<file path="src/rtl/ahb_common_pkg.sv">
// Shared AHB encodings used by bus-facing blocks.
package ahb_common_pkg;

    typedef enum logic [1:0] {
        TRANS_IDLE   = 2'd0,
        TRANS_BUSY   = 2'd1,
        TRANS_NONSEQ = 2'd2,
        TRANS_SEQ    = 2'd3
    } htrans_e;

    typedef enum logic [1:0] {
        RESP_OKAY  = 2'd0,
        RESP_ERROR = 2'd1,
        RESP_RETRY = 2'd2,
        RESP_SPLIT = 2'd3
    } hresp_e;

endpackage : ahb_common_pkg

</file>
<file path="src/rtl/ahb_cmd_manager.sv">
// AHB manager: turns a valid/ready command stream into single NONSEQ
// transfers. An address-phase slot (A) and a data-phase slot (D) form
// the bus pipeline. A two-cycle error response drops the bus to IDLE
// and then reissues whatever was waiting in A.
module ahb_cmd_manager
    import ahb_common_pkg::*;
#(
    parameter int AddrWidth = 32,
    parameter int DataWidth = 32
) (
    input  logic                 clk,
    input  logic                 nReset,
    // command side
    input  logic                 cmdValid,
    output logic                 cmdReady,
    input  logic [AddrWidth-1:0] cmdAddr,
    input  logic [DataWidth-1:0] cmdWData,
    input  logic                 cmdWrite,
    input  logic [2:0]           cmdSize,
    // completion side
    output logic                 rspValid,
    output logic [DataWidth-1:0] rspData,
    output logic                 rspErr,
    // AHB manager side
    output logic [AddrWidth-1:0] addr,
    output logic [1:0]           trans,
    output logic                 write,
    output logic [3:0]           control,
    output logic [DataWidth-1:0] wData,
    input  logic [DataWidth-1:0] rData,
    input  logic [1:0]           resp,
    input  logic                 readyOut
);

    typedef struct packed {
        logic                 valid;
        logic [AddrWidth-1:0] addr;
        logic [DataWidth-1:0] wdata;
        logic                 write;
        logic [2:0]           size;
    } slot_a_t;

    slot_a_t              a_q, a_d;
    logic                 d_valid_q, d_valid_d;
    logic                 d_write_q, d_write_d;
    logic [DataWidth-1:0] d_wdata_q, d_wdata_d;
    logic                 err_hold_q, err_hold_d;
    logic                 rsp_valid_q, rsp_valid_d;
    logic [DataWidth-1:0] rsp_data_q, rsp_data_d;
    logic                 rsp_err_q, rsp_err_d;

    logic accept;
    logic err_first;

    // First cycle of a two-cycle error response on the transfer in D.
    assign err_first = d_valid_q && !readyOut && (resp != RESP_OKAY);

    assign cmdReady = nReset && readyOut && !err_hold_q;
    assign accept   = cmdValid && cmdReady;

    // Address phase comes from A; it is withheld during both error cycles
    // so the waiting command is not taken by the subordinate.
    assign addr    = a_q.addr;
    assign write   = a_q.write;
    assign control = {1'b0, a_q.size};
    assign trans   = (a_q.valid && !err_hold_q && !err_first) ? TRANS_NONSEQ : TRANS_IDLE;
    assign wData   = d_wdata_q;

    assign rspValid = rsp_valid_q;
    assign rspData  = rsp_data_q;
    assign rspErr   = rsp_err_q;

    // Next-state for the pipeline slots, the error hold and the completion pulse.
    always_comb begin
        // NOTE: every target gets a default first, so no path can infer a latch.
        a_d         = a_q;
        d_valid_d   = d_valid_q;
        d_write_d   = d_write_q;
        d_wdata_d   = d_wdata_q;
        err_hold_d  = err_hold_q;
        rsp_valid_d = 1'b0;
        rsp_data_d  = '0;
        rsp_err_d   = 1'b0;

        if (err_first) begin
            err_hold_d = 1'b1;
        end

        if (readyOut) begin
            err_hold_d = 1'b0;

            if (d_valid_q) begin
                rsp_valid_d = 1'b1;
                rsp_err_d   = err_hold_q || (resp != RESP_OKAY);
                rsp_data_d  = d_write_q ? '0 : rData;
            end

            if (err_hold_q) begin
                // Second error cycle: D retires, A stays for reissue.
                d_valid_d = 1'b0;
            end else begin
                d_valid_d = a_q.valid;
                if (a_q.valid) begin
                    d_write_d = a_q.write;
                    d_wdata_d = a_q.wdata;
                end
                a_d.valid = accept;
                if (accept) begin
                    a_d.addr  = cmdAddr;
                    a_d.wdata = cmdWData;
                    a_d.write = cmdWrite;
                    a_d.size  = cmdSize;
                end
            end
        end
    end

    // State registers.
    always_ff @(posedge clk or negedge nReset) begin
        if (!nReset) begin
            // NOTE: payload fields are reset too, so the bus reads all-zero in reset.
            a_q         <= '0;
            d_valid_q   <= 1'b0;
            d_write_q   <= 1'b0;
            d_wdata_q   <= '0;
            err_hold_q  <= 1'b0;
            rsp_valid_q <= 1'b0;
            rsp_data_q  <= '0;
            rsp_err_q   <= 1'b0;
        end else begin
            // NOTE: non-blocking so every register samples pre-edge values.
            a_q         <= a_d;
            d_valid_q   <= d_valid_d;
            d_write_q   <= d_write_d;
            d_wdata_q   <= d_wdata_d;
            err_hold_q  <= err_hold_d;
            rsp_valid_q <= rsp_valid_d;
            rsp_data_q  <= rsp_data_d;
            rsp_err_q   <= rsp_err_d;
        end
    end

endmodule : ahb_cmd_manager

</file>
<file path="config.mk">
export PLATFORM = sky130hd
export DESIGN_NAME = ahb_cmd_manager
export DESIGN_NICKNAME = d
export VERILOG_FILES = /design/src/rtl/ahb_common_pkg.sv /design/src/rtl/ahb_cmd_manager.sv
export SDC_FILE = /design/constraint.sdc
export NUM_CORES = 1
export LEC_CHECK = 0
export CORE_UTILIZATION = 48
export CTS_BUF_LIST = sky130_fd_sc_hd__clkbuf_4
export CTS_CLUSTER_DIAMETER = 50
export DETAILED_ROUTE_END_ITERATION = 10
export PLACE_DENSITY_LB_ADDON = 0.08
export SYNTH_ARGS = -nofsm -noshare
export SYNTH_HDL_FRONTEND = slang
export SYNTH_SLANG_ARGS = --single-unit
</file>
<file path="constraint.sdc">
create_clock -name clk -period 3.1 [get_ports clk]
set_input_delay 0.62 -clock clk [delete_from_list [all_inputs] [get_ports clk]]
set_output_delay 0.62 -clock clk [all_outputs]
set_load 0.005 [all_outputs]
</file>
# Word level (Yosys, flattened, before mapping)
# Index checks and enable logic that the tools add are counted.
# op_classes
n_reduce_logical,16
n_mux,11
n_bitwise,1
# ops
op,count
$mux W32,3
$logic_and A1 B1 Y1,7
$mux W1,7
$reduce_and A3 Y1,2
$reduce_bool A2 Y1,2
$logic_not A1 Y1,3
$mux W2,1
$reduce_and A2 Y1,1
$logic_or A1 B1 Y1,1
$not A1 Y1,1
# totals
input_bits,106
ff_bits,138
output_inout_bits,106
word_cells,40

# Depth between registers and ports, before layout
# logic_depth
depth_word,6
mapped_depth,5
ltp_nobuf,2

# Worst setup path after synthesis
# OpenSTA, ideal clock, no wires.
# synth_timing
kind,input -> output
start,in readyOut
end,out trans[1]
required_time_ns,2.480
stages,2
arrival_ns,1.113
setup_slack_ns,1.367
n_path_buf,1
path_cell_list,buf_4 -> o311a_1
# synth_via
elab_chain_cells,6
# synth_lines
item,line_no,text
"start, declared",ahb_cmd_manager.sv:32,input logic readyOut
$logic_not A1 Y1,ahb_cmd_manager.sv:56,assign err_first = d_valid_q && !readyOut && (resp != RESP_OKAY);
$logic_and A1 B1 Y1 (2 in a row),ahb_cmd_manager.sv:56,
$logic_not A1 Y1,ahb_cmd_manager.sv:66,assign trans = (a_q.valid && !err_hold_q && !err_first) ? TRANS_NONSEQ : TRANS_IDLE;
$logic_and A1 B1 Y1,ahb_cmd_manager.sv:66,
$mux W2,ahb_cmd_manager.sv:66,
"end, declared",ahb_cmd_manager.sv:26,"output logic [1:0] trans,"
# No other way between the ends.

# Worst setup path in the final report
# layout_timing
start,in nReset
end,out cmdReady
# layout_via
elab_chain_cells,2
# layout_lines
item,line_no,text
"start, declared",ahb_cmd_manager.sv:12,"input logic nReset,"
$logic_and A1 B1 Y1 (2 in a row),ahb_cmd_manager.sv:58,assign cmdReady = nReset && readyOut && !err_hold_q;
"end, declared",ahb_cmd_manager.sv:15,"output logic cmdReady,"
# No other way between the ends.

==> out/qor.yml <==
outcome:
  status: "finished, final reports clean"
synthesis:
  ys_ff_latch: 138
  synth_area_leaders: "dfrtp_1, mux2_2, buf_4, and2_1, mux2_4"
  synth_largest_area_cell: "dfrtp_1"
  synth_top_area_share_pct: 65.1
  synth_cell_type_count: 19
  avgSynthCellArea_um2: 15.6
  yosysSeqAreaShare_pct: 65.1
  syn_area_um2: 5300
  synthesis.instances: 339
  yosysWarnings: 0
routing:
  wl_um: 10700
  viasPerCell: 4.76
  wl_per_cell_um: 15.8
  drc: 0
  vias: 3208
  drt-pass1-iter-count: 4
  drtIter0Drc: 78
  ant_nets: 0
placement:
  placed_cell_area_um2: 7290
  portBuffers: 209
  dp_hpwl_um: 7710
  gp_congestion: 0.738
sta:
  clock-skew-final_ns: 0.0169
  period_minus_slack_ns: 2.89
  grt_setup_unrepaired: "false"
  clock.fmax_mhz: 346
  worstMarginPinSlew_ns: 0.817
  fin_setup_tns_ns: 0
  relSlewSlack_pct: 45.5
  hold_violations: 0
  slew_viol_final: 0
  finalCritPeriodShare_pct: 93.3
  setup_viol: 0
pwr:
  total_power_mw: 4.89
  ir_drop_uv: 340
  p_leak_nw: 3.32
  p_per_area_nw_per_um2: 651
worst_setup_path:
  worst-path-buf-inv: 3
  cp_top_family: "buffers and inverters"
  cp.arrival_ns: 2.27
  startpoint_type: "primary input"
  slowest_stage: "dlygate4sd3_1"
  critical_path_class: "in -> out"
  cp_max_fo: 38
  cpPeakStageDelay_ns: 0.59
  required_ns: 2.48
  cp-end-kind: "output port"
  crit_path_cell_trace: "dlygate4sd3_1, buf_6, and2_1, clkdlybuf4s50_1"
global_routing:
  grt_pass1_vias: 3457
  grt_max_degree: 69
  antenna_found_initial: 0
  grt.busiest_layer: "met2"
  grt_pass1_wl_um: 16600
  grt_overflow: 0
  use_met2_pct: 32.5
  use_met3_pct: 10.8
  globalRouteMet1Util_pct: 20.8
  grt_usage_pct: 19.7
die:
  dieHeight_um: 107
  die_w_um: 107
  row_count: 38
  pin_count: 212
  start_util_pct: 49.1
  core-area_um2: 10800
  die_area_um2: 11500
clock_tree:
  cts_htree_levels: 4
  clockBufferDepth: 2
  cts_tree: "built"
  clk_latency_ns: 0.51
  clock_sinks: 138
  postCtsResizedCells: 0
  cts_buffers: 17
  cts-root-buf: "clkbuf_4"
  post-cts-setup-buffers: 0
  clkTransAtPathRegs_ns: 0.08
finish:
  final_area_um2: 7500
  fin_util_pct: 69.5
  diodes: 0
  nets: 632
  area_growth_pct: 41.5
  final_common_cell: "clkdlybuf4s50_1"
  drive_gt1_share_pct: 25.5
  final_cell_mix: "clkdlybuf4s50_1, dfrtp_1, mux2_2, and2_1, clkbuf_4"
job:
  drv_cap: 0
worst_hold_path:
  hold_class: "reg -> reg"
## area by class of cell
class | count | area, µm²
inverters | 3 | 11.3
multi-input cells | 148 | 1480
fillers | 808 | 3290
flip-flops and latches | 138 | 3450
clock inverters | 7 | 56.3
repair buffers | 218 | 2180
clock buffers | 20 | 150
well taps | 140 | 175
## repair_timing
| item | CTS | global route |
|---|---|---|
| endpoints found under the setup margin | 0 | 0 |
| hold buffers | 1 | 0 |
| hold endpoints to repair | 34 | 0 |
## cell families (layout without fill, tap and decap cells)
logic type             count (synthesis)  after routing  synth area share [%]
multiplexers                         101            101                  22.1
AO/OA/AOI/OAI                          6              6                 0.708
buffers and inverters                 54            248                  6.98
AND/OR/NAND/NOR                       39             39                  5.03
other                                  1              2                0.0707
flip-flops                           138            138                  65.1
## worst paths after layout
kind                                   startpoint                   end  slack (ns)  cells after the start
max                                        nReset              cmdReady        0.21                      4
min reg2reg                  addr[31]$_DFFE_PN0P_  addr[31]$_DFFE_PN0P_        0.51                      1
max reg2reg                err_hold_q$_DFFE_PN0P_  addr[27]$_DFFE_PN0P_        1.49                      3
min in group asynchronous                  nReset  wData[1]$_DFFE_PN0P_        0.63                      2
min                          addr[31]$_DFFE_PN0P_  addr[31]$_DFFE_PN0P_        0.51                      1
max in group asynchronous                  nReset  addr[31]$_DFFE_PN0P_        1.33                      3
## synthesized netlist by cell type
master and count:
dfrtp_1 138, mux2_2 92, buf_4 38, and2_1 34, mux2_4 9, buf_2 8
clkbuf_1 3, inv_1 3, o21ai_0 3, buf_6 2, a21boi_0 1, a21oi_1 1
and3b_1 1, conb_1 1, nand3b_2 1, nand4b_4 1, nor2_1 1, nor2b_1 1
o311a_1 1
## worst register-to-register path, delay by kind of cell, from the launching register on
kind,cells,cell delay (ns)
buffers and inverters,1,0.33
AND/OR/NAND/NOR,1,0.42
multiplexers,1,0.34
flip-flops,1,0.42
## power by group
group	switching [mW]	internal (mW)
combinational	0.415	1.06
clock	0.558	0.391
sequential	0.213	2.25
## layer usage
layer | wire length (µm) | vias up
li1 | - | 1475
met1 | 3920 | 1574
met3 | 1230 | 15
met5 | 0 | -
met2 | 5300 | 144
met4 | 208 | 0
## registers in the layout, indices dropped and copies added (netlist names), 3 cells and up
| register | cells |
|---|---|
| a_q | 33 |
| addr | 32 |
| control | 3 |
| rspData | 32 |
| wData | 32 |
## through the flow
stage | cells | hold slack (ns) | worst slack, ns
global placement | 646 | 0.481 | 0.529
global route | 674 | 0.517 | 0.118
floorplan | 340 | 0.324 | 1.37
detailed placement | 646 | 0.490 | 0.519
CTS | 674 | 0.508 | 0.174
finish | 674 | 0.510 | 0.208
(Power assumes the default switching activity.)
